File: config.mk
export PLATFORM = sky130hd
export DESIGN_NAME = seq_mult_n
export DESIGN_NICKNAME = d
export VERILOG_FILES = /design/src/rtl/seq_mult_pkg.sv /design/src/rtl/seq_mult_n_start_qualifier.sv /design/src/rtl/seq_mult_n.sv
export SDC_FILE = /design/constraint.sdc
export NUM_CORES = 1
export LEC_CHECK = 0
export CAP_MARGIN = 20
export CORE_MARGIN = 2
export CORE_UTILIZATION = 50
export CTS_BUF_LIST = sky130_fd_sc_hd__clkbuf_16
export CTS_CLUSTER_SIZE = 20
export DETAILED_ROUTE_END_ITERATION = 6
export GPL_ROUTABILITY_DRIVEN = 0
export PLACE_DENSITY_LB_ADDON = 0.25
export REMOVE_ABC_BUFFERS = 1
export SYNTH_ARGS = -nofsm -noshare
export SYNTH_HDL_FRONTEND = slang
export SYNTH_SLANG_ARGS = --single-unit
File: constraint.sdc
create_clock -name clk -period 2.4 [get_ports clk]
set_input_delay 0.48 -clock clk [delete_from_list [all_inputs] [get_ports clk]]
set_output_delay 0.48 -clock clk [all_outputs]
set_load 0.005 [all_outputs]
File: src/rtl/seq_mult_pkg.sv
// Shared state encoding, start-mode constants and latency helper for the
// seq_mult_n shift-add multiplier family.
package seq_mult_pkg;

   typedef enum logic [1:0] {
      IDLE,
      RUN,
      FIX,
      DONE
   } state_t;

   localparam int START_PULSE  = 0;
   localparam int START_CHANGE = 1;

   // Cycles from the accepting edge until valid/product are visible.
   function automatic int latency(input int w);
      return w + 2;
   endfunction

endpackage

File: src/rtl/seq_mult_n_start_qualifier.sv
// Turns the raw start input into a one-cycle request, either passing it
// through (pulse mode) or flagging any edge on it (change mode).
module start_qualifier
   import seq_mult_pkg::*;
#(
   parameter int START_MODE = START_PULSE
) (
   input  logic clk,
   input  logic reset,
   input  logic start,
   output logic req
);

   logic prevStart_q;

   // Tracks start every cycle, busy or not, so a toggle while busy is consumed.
   always_ff @(posedge clk or negedge reset) begin
      if (!reset) begin
         prevStart_q <= 1'b0;
      end else begin
         prevStart_q <= start;
      end
   end

   assign req = (START_MODE == START_CHANGE) ? (start ^ prevStart_q) : start;

endmodule

File: src/rtl/seq_mult_n.sv
// Radix-2 shift-add sequential multiplier with signed/unsigned operation,
// busy/valid handshake and a selectable start qualifier.
module seq_mult_n
   import seq_mult_pkg::*;
#(
   parameter int WIDTH      = 8,
   parameter int START_MODE = START_PULSE
) (
   input  logic                 clk,
   input  logic                 reset,
   input  logic                 start,
   input  logic                 signed_mode,
   input  logic [WIDTH-1:0]     a,
   input  logic [WIDTH-1:0]     b,
   output logic [2*WIDTH-1:0]   product,
   output logic                 valid,
   output logic                 busy
);

   localparam int CW = $clog2(WIDTH);
   localparam logic [CW-1:0] LAST_COUNT = CW'(WIDTH - 1);

   state_t                 state_q;
   logic [2*WIDTH-1:0]     acc_q;
   logic [2*WIDTH-1:0]     product_q;
   logic [WIDTH-1:0]       mcand_q;
   logic [CW-1:0]          count_q;
   logic                   negFlag_q;
   logic                   signed_q;
   logic                   valid_q;
   logic                   busy_q;

   logic                   req;
   logic                   accept;
   logic [WIDTH-1:0]       magA;
   logic [WIDTH-1:0]       magB;
   logic [WIDTH:0]         sum;

   start_qualifier #(
      .START_MODE (START_MODE)
   ) uStartQual (
      .clk   (clk),
      .reset (reset),
      .start (start),
      .req   (req)
   );

   assign accept = req && ((state_q == IDLE) || (state_q == DONE));

   // The most-negative operand negates to 2^(WIDTH-1), which still fits unsigned.
   assign magA = (signed_mode && a[WIDTH-1]) ? -a : a;
   assign magB = (signed_mode && b[WIDTH-1]) ? -b : b;

   assign sum = {1'b0, acc_q[2*WIDTH-1:WIDTH]} + {1'b0, (acc_q[0] ? mcand_q : '0)};

   always_ff @(posedge clk or negedge reset) begin
      if (!reset) begin
         state_q   <= IDLE;
         acc_q     <= '0;
         product_q <= '0;
         mcand_q   <= '0;
         count_q   <= '0;
         negFlag_q <= 1'b0;
         signed_q  <= 1'b0;
         valid_q   <= 1'b0;
         busy_q    <= 1'b0;
      end else begin
         valid_q <= 1'b0;
         case (state_q)
            IDLE: begin
               state_q <= IDLE;
            end
            RUN: begin
               acc_q   <= {sum, acc_q[WIDTH-1:1]};
               count_q <= count_q + CW'(1);
               if (count_q == LAST_COUNT) begin
                  state_q <= FIX;
               end
            end
            FIX: begin
               if (signed_q && negFlag_q) begin
                  acc_q <= -acc_q;
               end
               state_q <= DONE;
            end
            DONE: begin
               product_q <= acc_q;
               valid_q   <= 1'b1;
               busy_q    <= 1'b0;
               state_q   <= IDLE;
            end
            default: begin
               state_q <= IDLE;
            end
         endcase
         // Acceptance overrides the IDLE/DONE defaults, giving back-to-back starts.
         if (accept) begin
            acc_q     <= {{WIDTH{1'b0}}, magB};
            mcand_q   <= magA;
            negFlag_q <= a[WIDTH-1] ^ b[WIDTH-1];
            signed_q  <= signed_mode;
            count_q   <= '0;
            busy_q    <= 1'b1;
            state_q   <= RUN;
         end
      end
   end

   assign product = product_q;
   assign valid   = valid_q;
   assign busy    = busy_q;

endmodule

==> results of run 1 <==
worst max-delay path by stage:
stage,endpoint,cells after the start,slack [ps]
2_1_floorplan,acc_q[15],5,260
3_3_place_gp,acc_q[15],8,230
3_5_place_dp,acc_q[15],8,170
4_1_cts,acc_q[15],8,140
5_1_grt,acc_q[15],8,30
6_report,acc_q[15],8,150
power groups by stage:
| stage | logic, W | clock network, W | registers, W |
|---|---|---|---|
| 2_1_floorplan | 0.00179 | 0 | 0.00154 |
| 3_3_place_gp | 0.00277 | 0 | 0.00158 |
| 3_5_place_dp | 0.00286 | 0 | 0.00160 |
| 4_1_cts | 0.00289 | 0.000818 | 0.00159 |
| 5_1_grt | 0.00319 | 0.000853 | 0.00164 |
| 6_report | 0.00289 | 0.000812 | 0.00159 |
per-stage QoR:
step                      cell area (um2)   util  hold WS [ps]
final                                3790  0.637           183
after global routing                 3790  0.637           244
after CTS                            3790  0.637           209
after detailed placement             3620  0.608           464
after global placement               3620  0.608           458
after floorplan                      3020      -           184
placed cells by master, fill, tap and decap left out, types with 13 or more instances in the layout:
master,n
nor2_1,20
ha_1,17
o21ai_0,25
mux2_2,17
buf_4,17
xnor2_1,13
nand2_1,32
dfrtp_1,49
clkdlybuf4s50_1,36
flip-flops by register name, summed over array words and instances (netlist names):
register   count
acc_q         16
product       16
mcand_q        8
count_q        3
state_q        2
busy           1
negFlag_q      1
signed_q       1
valid          1
cell families (layout without fill, tap and decap cells):
family,after synthesis,in the layout,share of synthesized area
AND/OR/NAND/NOR,107,107,0.170
AO/OA/AOI/OAI,79,79,0.166
flip-flops,49,49,0.394
buffers and inverters,30,75,0.0458
multiplexers,25,25,0.0872
XOR/XNOR,22,22,0.0619
adder cells (fa/ha/maj),18,18,0.0748
area by class of cell:
| class | instances | share of cell area |
|---|---|---|
| inverter | 12 | 0.0119 |
| timing repair buffer | 55 | 0.135 |
| tap | 75 | 0.0247 |
| clock inverter | 3 | 0.0122 |
| multi-input combinational | 251 | 0.460 |
| clock buffer | 5 | 0.0330 |
| sequential | 49 | 0.323 |
per-layer routing:
metal	GRT usage	up-vias
li1	-	1268
met1	0.293	1262
met2	0.373	64
met3	0.0328	8
met4	0.0551	0
met5	0	-
==> flow_summary_export.csv, run 1 <==
group,metric,value,unit
yosys,synth.most_common_cell,"dfrtp_1",
sta,worstMarginPinSlew,592,ps
cts,clk_pin_slew,70,ps
worst_setup_path,reg2reg_slack,150,ps
worst_setup_path,critical_path_buf_inv_count,0,
cts,cts.sinks,49,
worst_setup_path,critPathMaxStageDelay,440,ps
global_route,antenna_found_initial,0,
sta,hold_viol,0,
power,finalPower,0.00529,W
drt,dr.pass1.iters,4,
final_layout,syn_to_final_growth,21.9,%
yosys,yosys_register_bits,49,
placed_design,dp_hpwl,5.58,mm
placed_design,port_buffers,37,
final_layout,nNetsFinal,412,
yosys,synthCells,330,
sta,max_slew_margin,0.605,
final_layout,fin_cells,450,
drt,met1_length,3.33,mm
drt,finalWirelength,7.29,mm
power,peakVddDrop,528,uV
power,internal_power,0.00315,W
yosys,synth_top_cells_by_count,"49 x dfrtp_1, 32 x nand2_1, 25 x o21ai_0",
final_layout,drive_gt1_frac,0.136,
global_route,grt_first_pass_wirelength,12.3,mm
floorplanning,die_area,0.00687,mm2
yosys,synth_top_area_frac,0.394,
power,power_switching,0.00214,W
sta,timing.setup.tns,0,ps
final_layout,layout.filler_cells,531,
power,power_leakage,1.72,nW
cts,clk_latency,290,ps
worst_setup_path,crit_type,"reg -> reg",
worst_setup_path,crit_required,2580,ps
drt,first_iter_violations,236,
yosys,yosysWarnings,0,
drt,drc,0,
worst_setup_path,cp-startpoint,"acc_q[0]",
yosys,syn_area_per_cell,9.43,um2
drt,via_per_inst,5.78,
cts,cts_hold_buffers,0,
final_layout,ff_latch_area,0.00123,mm2
sta,rsz0062_at_grt,"no",
drt,ant_nets,0,
worst_setup_path,cp_slowest_cell,"dfrtp_1",
worst_setup_path,r2r_start,"acc_q[0]",
flow_run,timing.max_cap.violations,0,
yosys,ys_top_cells_by_area,"dfrtp_1 39%, ha_1 6.8%, mux2_2 6.1%",
placed_design,place_ws,170,ps
power,p_comb_frac,0.546,
power,power_frac_seq,0.300,
floorplanning,fp.dieW,82.9,um
yosys,synth_edf_count,0,
cts,numCtsBuffers,5,
worst_setup_path,startpoint_type,"flip-flop",
worst_hold_path,min_path_type,"in -> async",
cts,cts_tree,"built",
worst_setup_path,end_kind,"flip-flop",
yosys,synth_area,0.00311,mm2
drt,vias,2602,
sta,timing.final.ws_setup,149,ps
sta,slew_violations,0,
sta,finalSetupViolCount,0,
final_layout,multiInputGateArea,0.00174,mm2
sta,fin_skew,7.70,ps
yosys,ys.flop_type,"dfrtp_1",
cts,clock-root-buffer,"clkbuf_16",
drt,wl_per_cell,16.2,um
yosys,ys_seq_area_frac,0.394,
floorplanning,fp-row-count,28,
drt,dr_wl_met3,301,um
final_layout,n_antenna_cell,0,
worst_setup_path,r2r_end,"acc_q[15]",
outcome,outcome,"complete, no violations",
drt,top_layer,"met4",
cts,cts_resized,0,
cts,ctsHtreeMaxLevel,2,
yosys,async_flop_share,1.00,
power,p_clk_frac,0.153,
worst_setup_path,crit_family,"compound AO/OA/AOI/OAI gates",
worst_setup_path,crit_chain,"and2_1 > ha_1 > fa_1 > a211oi_1 > o21bai_1 > a21oi_1 > nand2_1 > a32o_1",
floorplanning,core,0.00596,mm2
floorplanning,die_y,82.9,um
yosys,synth_cell_types,51,
placed_design,place_inst,442,
global_route,grt_max_degree,26,
worst_setup_path,rr_worst_depth,8,
sta,post-route-period-util,0.938,
power,p_per_area,1400,mW/mm2
worst_setup_path,path_max_fanout,9,
cts,cts_setup_buffers,0,
sta,fin_crit,2250,ps
global_route,grt_use_total,0.219,
global_route,grt_remaining_overflow,0,
drt,met2_length,3.57,mm
floorplanning,initial_core_util,0.523,
floorplanning,pin_count,38,
worst_setup_path,worstPathArrival,2430,ps
cts,clk_path_buf_depth,2,
global_route,grt_pass1_vias,2472,
power,switching_share,0.404,
sta,max_freq,444,MHz
yosys,synth_top_area_cell,"dfrtp_1",
No activity file was read; power rests on OpenSTA's default activity.
==> run 2: changes to the inputs <==
TNS_END_PERCENT = 1   (was unset)
==> results of run 2 <==
Final layout, timing and power as in run 1 (identical DEF).
==> run 3: changes to the inputs <==
ABC_AREA = 1   (was unset)
CORE_UTILIZATION = 30   (was 50)
==> flow_summary_export.csv, run 3 <==
group,metric,value,unit
outcome,outcome,"complete, no violations",
worst_hold_path,min_path_type,"in -> async",
power,peakVddDrop,757,uV
final_layout,nNetsFinal,528,
yosys,ys.flop_type,"dfrtp_1",
yosys,ys_top_cells_by_area,"dfrtp_1 38%, nand2_1 12%, inv_1 7.1%",
drt,finalWirelength,7.35,mm
floorplanning,fp-row-count,38,
cts,cts_resized,0,
cts,clk_path_buf_depth,2,
sta,slew_violations,0,
floorplanning,pin_count,38,
sta,max_slew_margin,0.437,
placed_design,dp_hpwl,5.75,mm
floorplanning,fp.dieW,108,um
worst_setup_path,critPathMaxStageDelay,480,ps
worst_setup_path,crit_top_cell,"nand2_1",
yosys,synth_top_area_cell,"dfrtp_1",
final_layout,drive_gt1_frac,0.0652,
drt,first_iter_violations,111,
worst_setup_path,crit_type,"reg -> reg",
sta,finalSetupViolCount,0,
cts,clk_latency,280,ps
yosys,synth_top_area_frac,0.376,
yosys,syn_area_per_cell,7.21,um2
sta,fin_skew,8.06,ps
cts,cts_tree,"built",
sta,hold_viol,0,
final_layout,final_common_cell,"nand2_1",
yosys,synth_area,0.00326,mm2
floorplanning,die_area,0.0117,mm2
yosys,synth_edf_count,0,
yosys,synth.most_common_cell,"nand2_1",
floorplanning,initial_core_util,0.305,
yosys,synth_top_cells_by_count,"103 x nand2_1, 62 x inv_1, 60 x nor2_1",
power,switching_share,0.459,
power,p_clk_frac,0.129,
power,power_leakage,1.95,nW
floorplanning,die_y,108,um
drt,wl_per_cell,11.7,um
final_layout,syn_to_final_growth,19.9,%
global_route,grt_remaining_overflow,0,
final_layout,ff_latch_area,0.00123,mm2
drt,via_per_inst,4.49,
cts,cts.sinks,49,
worst_setup_path,path_max_fanout,9,
drt,ant_nets,0,
yosys,yosysWarnings,0,
global_route,antenna_found_initial,0,
floorplanning,core,0.0107,mm2
drt,vias,2836,
power,power_frac_seq,0.302,
power,finalPower,0.00526,W
global_route,grt_max_degree,36,
worst_setup_path,worstPathArrival,2140,ps
final_layout,n_antenna_cell,0,
global_route,grt_first_pass_wirelength,12.7,mm
worst_setup_path,reg2reg_slack,440,ps
global_route,grt_pass1_vias,2710,
sta,worstMarginPinSlew,845,ps
sta,rsz0062_at_grt,"no",
flow_run,timing.max_cap.violations,0,
cts,clock-root-buffer,"clkbuf_16",
worst_setup_path,crit_required,2580,ps
worst_setup_path,critical_path_buf_inv_count,2,
placed_design,port_buffers,37,
worst_setup_path,r2r_end,"acc_q[15]",
yosys,synth_cell_types,38,
final_layout,layout.filler_cells,1135,
global_route,grt_use_total,0.134,
worst_setup_path,rr_worst_depth,14,
cts,cts_setup_buffers,0,
yosys,async_flop_share,1.00,
worst_setup_path,crit_family,"simple AND/OR/NAND/NOR gates",
worst_setup_path,end_kind,"flip-flop",
power,internal_power,0.00284,W
worst_setup_path,startpoint_type,"flip-flop",
yosys,yosys_register_bits,49,
yosys,ys_seq_area_frac,0.376,
sta,timing.setup.tns,0,ps
drt,drc,0,
cts,clk_pin_slew,70,ps
cts,cts_hold_buffers,0,
sta,post-route-period-util,0.816,
sta,fin_crit,1960,ps
power,power_switching,0.00242,W
cts,ctsHtreeMaxLevel,2,
yosys,synthCells,452,
cts,numCtsBuffers,5,
final_layout,final_cell_mix,"103 x nand2_1, 64 x inv_1, 60 x nor2_1",
drt,dr.pass1.iters,4,
worst_setup_path,r2r_start,"acc_q[0]",
power,p_comb_frac,0.569,
power,p_per_area,1350,mW/mm2
final_layout,multiInputGateArea,0.00171,mm2
worst_setup_path,cp_slowest_cell,"dfrtp_1",
sta,max_freq,511,MHz
worst_setup_path,crit_chain,"nand2_1 > inv_1 > ha_1 > fa_1 > nand2_1 > nand2_1 > nand3_1 > nand2_1 > nand2_1 > nand2_1 > nand2_1 > inv_1 > nand2_1 > nand2_1",
[run 3: changes by cell type in the layout (fill, tap and decap cells not counted), moves of 9 or more]
cell / change
inv_1: +52
nor2_1: +40
a21oi_1: +17
nand2_1: +71
mux2_2: -17
nand3_1: +31
nor3_1: -9
xnor2_1: -11
buf_4: -12
[run 3: worst register-to-register path, cell delays in order (launching register included)]
cell and delay, ps:
dfrtp_1 480, nand2_1 100, inv_1 50, ha_1 200, fa_1 390, nand2_1 90, nand2_1 80, nand3_1 90
nand2_1 80, nand2_1 70, nand2_1 50, nand2_1 50, inv_1 40, nand2_1 50, nand2_1 40
[run 3: power groups by stage]
stage          registers, W  logic [W]  clock network, W
6_report            0.00159    0.00300          0.000679
5_1_grt             0.00166    0.00346          0.000721
4_1_cts             0.00159    0.00302          0.000692
3_5_place_dp        0.00160    0.00300                 0
3_3_place_gp        0.00160    0.00296                 0
2_1_floorplan       0.00153    0.00211                 0
[run 3: final cells by class]
| type | instances | share of cell area |
|---|---|---|
| multi-input cells | 325 | 0.437 |
| repair buffers | 42 | 0.103 |
| clock buffers | 5 | 0.0320 |
| flip-flops and latches | 49 | 0.314 |
| clock inverters | 3 | 0.00384 |
| inverters | 67 | 0.0650 |
| well taps | 140 | 0.0449 |
[run 3: worst max-delay path by stage]
stage | depth (start not counted) | slack, ps | to | startpoint
4_1_cts | 14 | 440 | acc_q[15] | acc_q[0]
6_report | 14 | 440 | acc_q[15] | acc_q[0]
3_3_place_gp | 10 | 390 | acc_q[4] | start
5_1_grt | 14 | 210 | acc_q[15] | acc_q[0]
3_5_place_dp | 10 | 360 | acc_q[4] | start
2_1_floorplan | 12 | 550 | acc_q[10] | state_q[0]
[run 3: metal layers]
metal / wire (um) / part of all wire / GRT usage / vias up
li1: - / - / - / 1520
met1: 3700 / 0.50 / 0.188 / 1268
met2: 3310 / 0.45 / 0.217 / 44
met3: 280 / 0.038 / 0.0211 / 4
met4: 63 / 0.0086 / 0.0302 / 0
met5: 0 / 0 / 0 / -
[run 3: kinds of logic (layout without fill, tap and decap cells)]
| group | after synthesis | count (layout) | synth area share |
|---|---|---|---|
| adder cells (fa/ha/maj) | 18 | 18 | 0.0714 |
| AND/OR/NAND/NOR | 228 | 228 | 0.310 |
| XOR/XNOR | 9 | 9 | 0.0242 |
| flip-flops | 49 | 49 | 0.376 |
| AO/OA/AOI/OAI | 70 | 70 | 0.118 |
| buffers and inverters | 78 | 117 | 0.0998 |
[run 3: stage by stage]
step | worst slack (ps) | util | hold slack, ps | instances | instance area [um2]
after detailed placement | 355 | 0.352 | 473 | 623 | 3760
after CTS | 438 | 0.365 | 331 | 631 | 3910
final | 442 | 0.365 | 303 | 631 | 3910
after global routing | 211 | 0.365 | 366 | 631 | 3910
after floorplan | 554 | - | 184 | 441 | 3190
after global placement | 388 | 0.352 | 469 | 623 | 3760
